==> src/rtl/muldiv_sched_if.sv <==
// EX-stage <-> multiply/divide sequencer handshake and result bus.
interface muldiv_sched_if;
   logic        flush;
   logic        ex_stall;
   logic        op_valid;
   logic [1:0]  op;
   logic [31:0] src_a;
   logic [31:0] src_b;
   logic        busy;
   logic        res_valid;
   logic [31:0] hi;
   logic [31:0] lo;

   modport master (
      output flush, ex_stall, op_valid, op, src_a, src_b,
      input  busy, res_valid, hi, lo
   );

   modport slave (
      input  flush, ex_stall, op_valid, op, src_a, src_b,
      output busy, res_valid, hi, lo
   );
endinterface

==> src/rtl/muldiv_sched.sv <==
// EX-stage mul/div sequencer: pipelined multiplier, 32-step restoring divider,
// stall request until the {hi, lo} result is ready and consumed.
module muldiv_sched #(
   parameter int unsigned MUL_LAT = 2
) (
   input logic           clk,
   input logic           rst,
   muldiv_sched_if.slave bus
);

   typedef enum logic [1:0] {IDLE, MUL, DIV, DONE} state_e;

   state_e      state_q;
   logic [4:0]  cnt_q;
   logic [31:0] dvd_q;
   logic [31:0] dvs_q;
   logic [31:0] rem_q;
   logic [31:0] hi_q;
   logic [31:0] lo_q;
   logic        sdiv_q;
   logic        sa_q;
   logic        sb_q;
   logic [63:0] pipe_q [MUL_LAT];

   logic        sdiv;
   logic [31:0] a_abs;
   logic [31:0] b_abs;
   logic [63:0] ma;
   logic [63:0] mb;
   logic [63:0] prod;
   logic [32:0] rem_sh;
   logic [32:0] diff;
   logic        ge;
   logic [31:0] rem_d;
   logic [31:0] quo_d;
   logic [31:0] quo_fix;
   logic [31:0] rem_fix;

   always_comb begin
      sdiv  = (bus.op == 2'b10);
      a_abs = (sdiv && bus.src_a[31]) ? -bus.src_a : bus.src_a;
      b_abs = (sdiv && bus.src_b[31]) ? -bus.src_b : bus.src_b;
      // Low 64 bits of a 64x64 product are sign-agnostic once operands are extended.
      ma    = bus.op[0] ? {32'b0, bus.src_a} : {{32{bus.src_a[31]}}, bus.src_a};
      mb    = bus.op[0] ? {32'b0, bus.src_b} : {{32{bus.src_b[31]}}, bus.src_b};
      prod  = ma * mb;
   end

   // Quotient bits shift into dvd_q as dividend bits shift out; no borrow means rem >= divisor.
   always_comb begin
      rem_sh  = {rem_q, dvd_q[31]};
      diff    = rem_sh - {1'b0, dvs_q};
      ge      = ~diff[32];
      rem_d   = ge ? diff[31:0] : rem_sh[31:0];
      quo_d   = {dvd_q[30:0], ge};
      quo_fix = (sdiv_q && (sa_q ^ sb_q)) ? -quo_d : quo_d;
      rem_fix = (sdiv_q && sa_q) ? -rem_d : rem_d;
   end

   always_ff @(posedge clk) begin
      if (rst) begin
         state_q <= IDLE;
         cnt_q   <= '0;
         dvd_q   <= '0;
         dvs_q   <= '0;
         rem_q   <= '0;
         hi_q    <= '0;
         lo_q    <= '0;
         sdiv_q  <= 1'b0;
         sa_q    <= 1'b0;
         sb_q    <= 1'b0;
         for (int unsigned i = 0; i < MUL_LAT; i++) pipe_q[i] <= '0;
      end else begin
         for (int unsigned i = 1; i < MUL_LAT; i++) pipe_q[i] <= pipe_q[i-1];
         if (bus.flush) begin
            state_q <= IDLE;
         end else begin
            case (state_q)
               IDLE: begin
                  if (bus.op_valid) begin
                     sdiv_q    <= sdiv;
                     sa_q      <= bus.src_a[31];
                     sb_q      <= bus.src_b[31];
                     dvd_q     <= a_abs;
                     dvs_q     <= b_abs;
                     rem_q     <= '0;
                     pipe_q[0] <= prod;
                     if (!bus.op[1]) begin
                        state_q <= MUL;
                        cnt_q   <= 5'(MUL_LAT - 1);
                     end else if (bus.src_b == '0) begin
                        state_q <= DONE;
                        lo_q    <= '1;
                        hi_q    <= bus.src_a;
                     end else begin
                        state_q <= DIV;
                        cnt_q   <= 5'd31;
                     end
                  end
               end
               MUL: begin
                  cnt_q <= cnt_q - 5'd1;
                  if (cnt_q == '0) begin
                     {hi_q, lo_q} <= pipe_q[MUL_LAT-1];
                     state_q      <= DONE;
                  end
               end
               DIV: begin
                  dvd_q <= quo_d;
                  rem_q <= rem_d;
                  cnt_q <= cnt_q - 5'd1;
                  if (cnt_q == '0) begin
                     lo_q    <= quo_fix;
                     hi_q    <= rem_fix;
                     state_q <= DONE;
                  end
               end
               DONE: begin
                  if (!bus.ex_stall) state_q <= IDLE;
               end
               default: state_q <= IDLE;
            endcase
         end
      end
   end

   assign bus.busy      = bus.op_valid & (state_q != DONE) & ~rst & ~bus.flush;
   assign bus.res_valid = (state_q == DONE);
   assign bus.hi        = hi_q;
   assign bus.lo        = lo_q;

endmodule

==> src/flat_wrapper.sv <==
// flat-port wrapper written by rule: the top's interface ports become plain ports
module muldiv_sched_flat 
#(
   parameter int unsigned MUL_LAT = 2
)
  (clk, rst, bus_flush, bus_ex_stall, bus_op_valid, bus_op, bus_src_a, bus_src_b, bus_busy, bus_res_valid, bus_hi, bus_lo);
  muldiv_sched_if bus_i ();
  input logic clk;
  input logic rst;
  input wire logic [$bits(bus_i.flush)-1:0] bus_flush;
  input wire logic [$bits(bus_i.ex_stall)-1:0] bus_ex_stall;
  input wire logic [$bits(bus_i.op_valid)-1:0] bus_op_valid;
  input wire logic [$bits(bus_i.op)-1:0] bus_op;
  input wire logic [$bits(bus_i.src_a)-1:0] bus_src_a;
  input wire logic [$bits(bus_i.src_b)-1:0] bus_src_b;
  output wire logic [$bits(bus_i.busy)-1:0] bus_busy;
  output wire logic [$bits(bus_i.res_valid)-1:0] bus_res_valid;
  output wire logic [$bits(bus_i.hi)-1:0] bus_hi;
  output wire logic [$bits(bus_i.lo)-1:0] bus_lo;
  assign bus_i.flush = bus_flush;
  assign bus_i.ex_stall = bus_ex_stall;
  assign bus_i.op_valid = bus_op_valid;
  assign bus_i.op = bus_op;
  assign bus_i.src_a = bus_src_a;
  assign bus_i.src_b = bus_src_b;
  assign bus_busy = bus_i.busy;
  assign bus_res_valid = bus_i.res_valid;
  assign bus_hi = bus_i.hi;
  assign bus_lo = bus_i.lo;
  muldiv_sched #(.MUL_LAT(MUL_LAT)) u_core (.clk(clk), .rst(rst), .bus(bus_i));
endmodule
==> config.mk <==
export PLATFORM = sky130hd
export DESIGN_NAME = muldiv_sched_flat
export DESIGN_NICKNAME = d
export VERILOG_FILES = /design/src/rtl/muldiv_sched_if.sv /design/src/rtl/muldiv_sched.sv /design/src/flat_wrapper.sv
export SDC_FILE = /design/constraint.sdc
export NUM_CORES = 2
export LEC_CHECK = 0
export ABC_AREA = 1
export CAP_MARGIN = 30
export CORE_UTILIZATION = 50
export CTS_CLUSTER_DIAMETER = 60
export DETAILED_ROUTE_END_ITERATION = 10
export PLACE_DENSITY = 0.69
export SYNTH_ARGS = -nofsm -noshare
export SYNTH_HDL_FRONTEND = slang
export SYNTH_SLANG_ARGS = --single-unit
==> constraint.sdc <==
create_clock -name clk -period 8.7 [get_ports clk]
set_input_delay 0.87 -clock clk [delete_from_list [all_inputs] [get_ports clk]]
set_output_delay 0.87 -clock clk [all_outputs]
set_load 0.01 [all_outputs]
Yosys cells after proc, flatten, opt, wreduce, memory -nomap -nowiden
Memory sizes are Yosys's and may differ from the RTL's.
Index checks and enable logic that the tools add are counted.
{ "word_totals": {"mem_bits_rw": 128, "inputBits": 71, "register_bits": 170, "memories": 1, "out_inout_bits": 66, "wordCells": 100} }
{ "memory_table": {"columns": ["memory", "words", "word_bits", "rd", "rd_ports_with_merged_regs", "write_ports", "line", "source"], "rows": [
  ["u_core.pipe_q", 2, 64, 2, 0, 2, "muldiv_sched.sv:23", "logic [63:0] pipe_q [MUL_LAT];"]
]} }
{ "classes": {"bitwise_logic": 9, "n_eq_ne": 13, "n_reduce_logical": 17, "add_sub_neg": 6, "muxes": 43, "mul": 1} }
{ "ops": {"columns": ["op", "count"], "rows": [
  ["32-bit two-way mux", 17],
  ["64-bit two-way mux", 4],
  ["32-bit case mux with 3 select lines", 2],
  ["32-bit negator", 4],
  ["32-bit case mux with 2 select lines", 2],
  ["64-bit by 64-bit multiplier with 64-bit output", 1],
  ["33-bit by 32-bit subtractor with 33-bit output", 1],
  ["32-bit zero test", 1],
  ["5-bit two-way mux", 3],
  ["5-bit case mux with 2 select lines", 1],
  ["1-bit two-way mux", 9],
  ["3-bit AND reduction", 3],
  ["2-bit two-way mux", 4],
  ["2-bit by 1-bit inequality test with 1-bit output (second input constant)", 4],
  ["2-bit inequality test (second input constant)", 4],
  ["7-bit AND reduction", 1],
  ["2-bit equality test (second input constant)", 3],
  ["2-bit case mux with 3 select lines", 1],
  ["5-bit zero test", 1],
  ["5-bit by 1-bit subtractor with 5-bit output (second input constant)", 1],
  ["1-bit logical AND", 4],
  ["4-bit AND reduction", 1],
  ["2-bit nonzero test", 2],
  ["2-bit OR reduction", 2],
  ["8 further kinds", 13]
]} }

Longest topological paths before layout
{ "depth": {"depth_word": 6, "ltp_mapped": 40, "ltp_nobuf": 39} }

Worst setup path after synthesis
OpenSTA, ideal clock, no wires.
{ "synth_timing": {"path_type": "in2reg", "startpoint": "input port bus_op[0]", "endpoint": "memory u_core.pipe_q[0][54] (data pin)", "arrival_ns": 9.068, "setup_time_ns": 0.254, "required_time_ns": 8.446, "slack_ns": -0.622, "cell_stages": 30, "n_path_buf": 3, "path_cell_list": "clkbuf_1 clkbuf_1 buf_1 nor2_1 fa_1 inv_1 fa_1 fa_1 inv_1 fa_1 fa_1 fa_1 fa_1 fa_1 fa_1 inv_1 fa_1 inv_1 ha_1 nand2_1 nor2_1 inv_1 nor2_1 inv_1 nor2_1 nand4_1 o211ai_1 a21o_1 a21oi_1 o21a_1"} }
{ "synth_rtl": {"columns": ["item", "line", "source"], "rows": [
  ["from (decl)", "flat_wrapper.sv:13", "input wire logic [$bits(bus_i.op)-1:0] bus_op;"],
  ["to (decl)", "muldiv_sched.sv:23", null]
]} }

==> metrics.yaml <==
synth_top_cell_by_area: "fa_1"
critPathLaunchType: "primary input"
synth_seq_cells: 298
antenna_found_initial: 19
rows: 134
cts_tree: "done"
whs_path_depth: 2
grt.overflow.total: 0
worstSetupPathType: "primary input to register"
setup_viol: 0
wl_per_cell_um: 22.11
place_hpwl_mm: 206.9
routed_wl_mm: 248.4
synth.avg_cell_area_um2: 7.847
cts_sinks: 298
initial_core_util_pct: 50.38
status: "finished clean"
die_h_um: 368.7
fmax_ghz: 0.1173
postLayoutCellArea_um2: 81060
firstDrtPassIters: 8
syn_area_um2: 67240
tns_ns: 0
critPathMaxFanout: 14
grt_pass1_vias: 62000
postPlaceCellArea_um2: 77360
drt_iter0_drc: 4933
finalHoldViolations: 0
io-pin-count: 137
fillerInstances: 11980
cts_root_buf: "clkbuf_16"
drc: 0
gr-usage-all-layers_pct: 36.56
synthArstFlopShare_pct: 0
io_buffers: 136
grt_max_degree: 81
cts.path.max_buffers: 3
grt_pass1_wl_mm: 369.3
clock_latency_ns: 0.57
synth_area_leaders: "fa_1, inv_1, nand2_1"
cts_hold_buf: 0
cp-end-kind: "register"
post-route-period-util_pct: 97.99
yosys-top-cells-count: "inv_1, nand2_1, fa_1"
multi_input_area_um2: 50240
yosysWarnings: 0
cp_data_arrival_time_ns: 8.85
hold_class: "register to register"
vias_per_cell: 5.228
worstPathRequired_ns: 9.03
gp_congestion: 1.039
rsz0062_at_grt: "yes"
cp_slowest_stage_delay_ns: 0.57
tightest_slew_ns: 0.9919
fin_skew_ns: 0.02867
clk_pin_slew_worst_paths_ns: 0.06
areaGrowthSynthToFinish_pct: 20.56
synth_edf_count: 128
htree_levels: 2
slew_violations: 0
die-area_um2: 135900
ff2ff_path_depth: 27
nets: 11280
drive_gt1_share_pct: 16.19
ys_seq_area_share_pct: 10.78
min_period_ns: 8.525
dieWidth_um: 368.7
critPathSlowestCell: "fa_1"
synth_most_common_cell: "inv_1"
cap_violations: 0
yosys_most_used_dff: "dfxtp_1"
max_slew_margin_pct: 33.88
yosysTopAreaCellShare_pct: 42.10
synth.distinct_cells: 61
cp_common_cell: "fa_1"
synthCells: 8568
vias: 58750
ant_nets: 0
regArea_um2: 7247
cts_made_buffers: 36
core_um2: 133500
-- cell usage in the layout, fill, tap and decap left out, drive strengths merged, types with 3 or more instances in the layout --
cell           count
nand2           1889
nor4              15
diode              6
nand3b            13
xnor2             54
nor3              55
clkbuf            73
a31oi             34
a21boi             3
buf             1027
nor2             463
conb              64
or2               14
o22ai             28
inv             2606
clkinv            12
nand3            170
clkinvlp           6
a221oi             6
a41oi             11
o221ai            29
fa              1414
o21a              20
xor2              57
ha               358
o21ai            181
dfxtp            170
edfxtp           128
bufbuf             5
a21o              10
a21oi            373
o211ai            26
o31ai             13
nand4             25
dlymetal6s2s       3
clkdlybuf4s50     77
o21bai             9
bufinv             3
-- through the flow --
step | std cells | util, % | hold slack, ns | setup WS [ns]
2_1_floorplan | 8631 | - | 0.4313 | -0.04477
3_3_place_gp | 11060 | 57.96 | 0.4500 | -1.328
3_5_place_dp | 11070 | 57.97 | 0.4548 | -1.327
4_1_cts | 11170 | 59.53 | 0.4655 | -0.01730
5_1_grt | 11230 | 60.73 | 0.4797 | -0.04350
6_report | 11240 | 60.74 | 0.4634 | 0.1749
-- worst paths after layout --
| check | endpoint | slack (ns) | from |
|---|---|---|---|
| max | u_core.pipe_q[0][62]$_SDFFCE_PP0P_ | 0.17 | bus_src_a[22] |
| min | u_core.bus.hi[30]$_SDFFE_PP0P_ | 0.46 | u_core.bus.hi[30]$_SDFFE_PP0P_ |
| max reg2reg | u_core.bus.lo[28]$_SDFFE_PP0P_ | 2.85 | u_core.dvd_q[31]$_SDFFE_PP0P_ |
| min reg2reg | u_core.bus.hi[30]$_SDFFE_PP0P_ | 0.46 | u_core.bus.hi[30]$_SDFFE_PP0P_ |
-- repair_timing --
item | 4_1_cts | 5_1_grt
gates resized for setup | 161 | 345
pin swaps | 71 | 166
buffers inserted | 32 | 54
setup endpoints to repair | 31 | 36
cloned | 5 | 11
-- sequential cells by signal (all words and copies together), names as in the netlist --
register	flops
u_core.pipe_q	128
u_core.bus.hi	32
u_core.bus.lo	32
u_core.dvd_q	32
u_core.dvs_q	32
u_core.rem_q	32
u_core.cnt_q	5
u_core.state_q	2
u_core.sa_q	1
u_core.sb_q	1
u_core.sdiv_q	1
-- per-layer routing --
metal,track usage (%),wire length [µm],up-vias
li1,-,-,26350
met1,44.33,90750,28940
met2,61.34,116600,2637
met3,6.295,22650,804
met4,21.17,18370,12
met5,0,97,-
-- critical path, delay by kind of cell --
kind,cells,cell delay (ns)
AND/OR/NAND/NOR,7,0.58
AO/OA/AOI/OAI,1,0.36
adder cells (fa/ha/maj),11,5.25
buffers and inverters,14,1.74
-- cells by family (layout without fill, tap and decap cells) --
logic type      count (synthesis)  count (layout)  synth area share, %
fa+ha+maj                    1772            1772                48.76
other cells                     1              70             0.005577
xor+xnor                      111             111                1.446
buf+inv                      2983            3814                16.78
compound gates                752             752                6.403
flops                         298             298                10.78
simple gates                 2651            2651                15.82
-- final cells by class --
cell class                      instances  area share [%]
Multi-Input combinational cell       5350           61.98
Antenna cell                            6         0.01852
Sequential cell                       298           8.940
Clock buffer                           43           1.195
Timing Repair Buffer                 1144           12.75
Inverter                             2605           12.08
Clock inverter                         22          0.3041
Tap cell                             1768           2.729
Power is not shown: default switching activity piles up to over one toggle a cycle in this logic, so the estimate is an artifact.
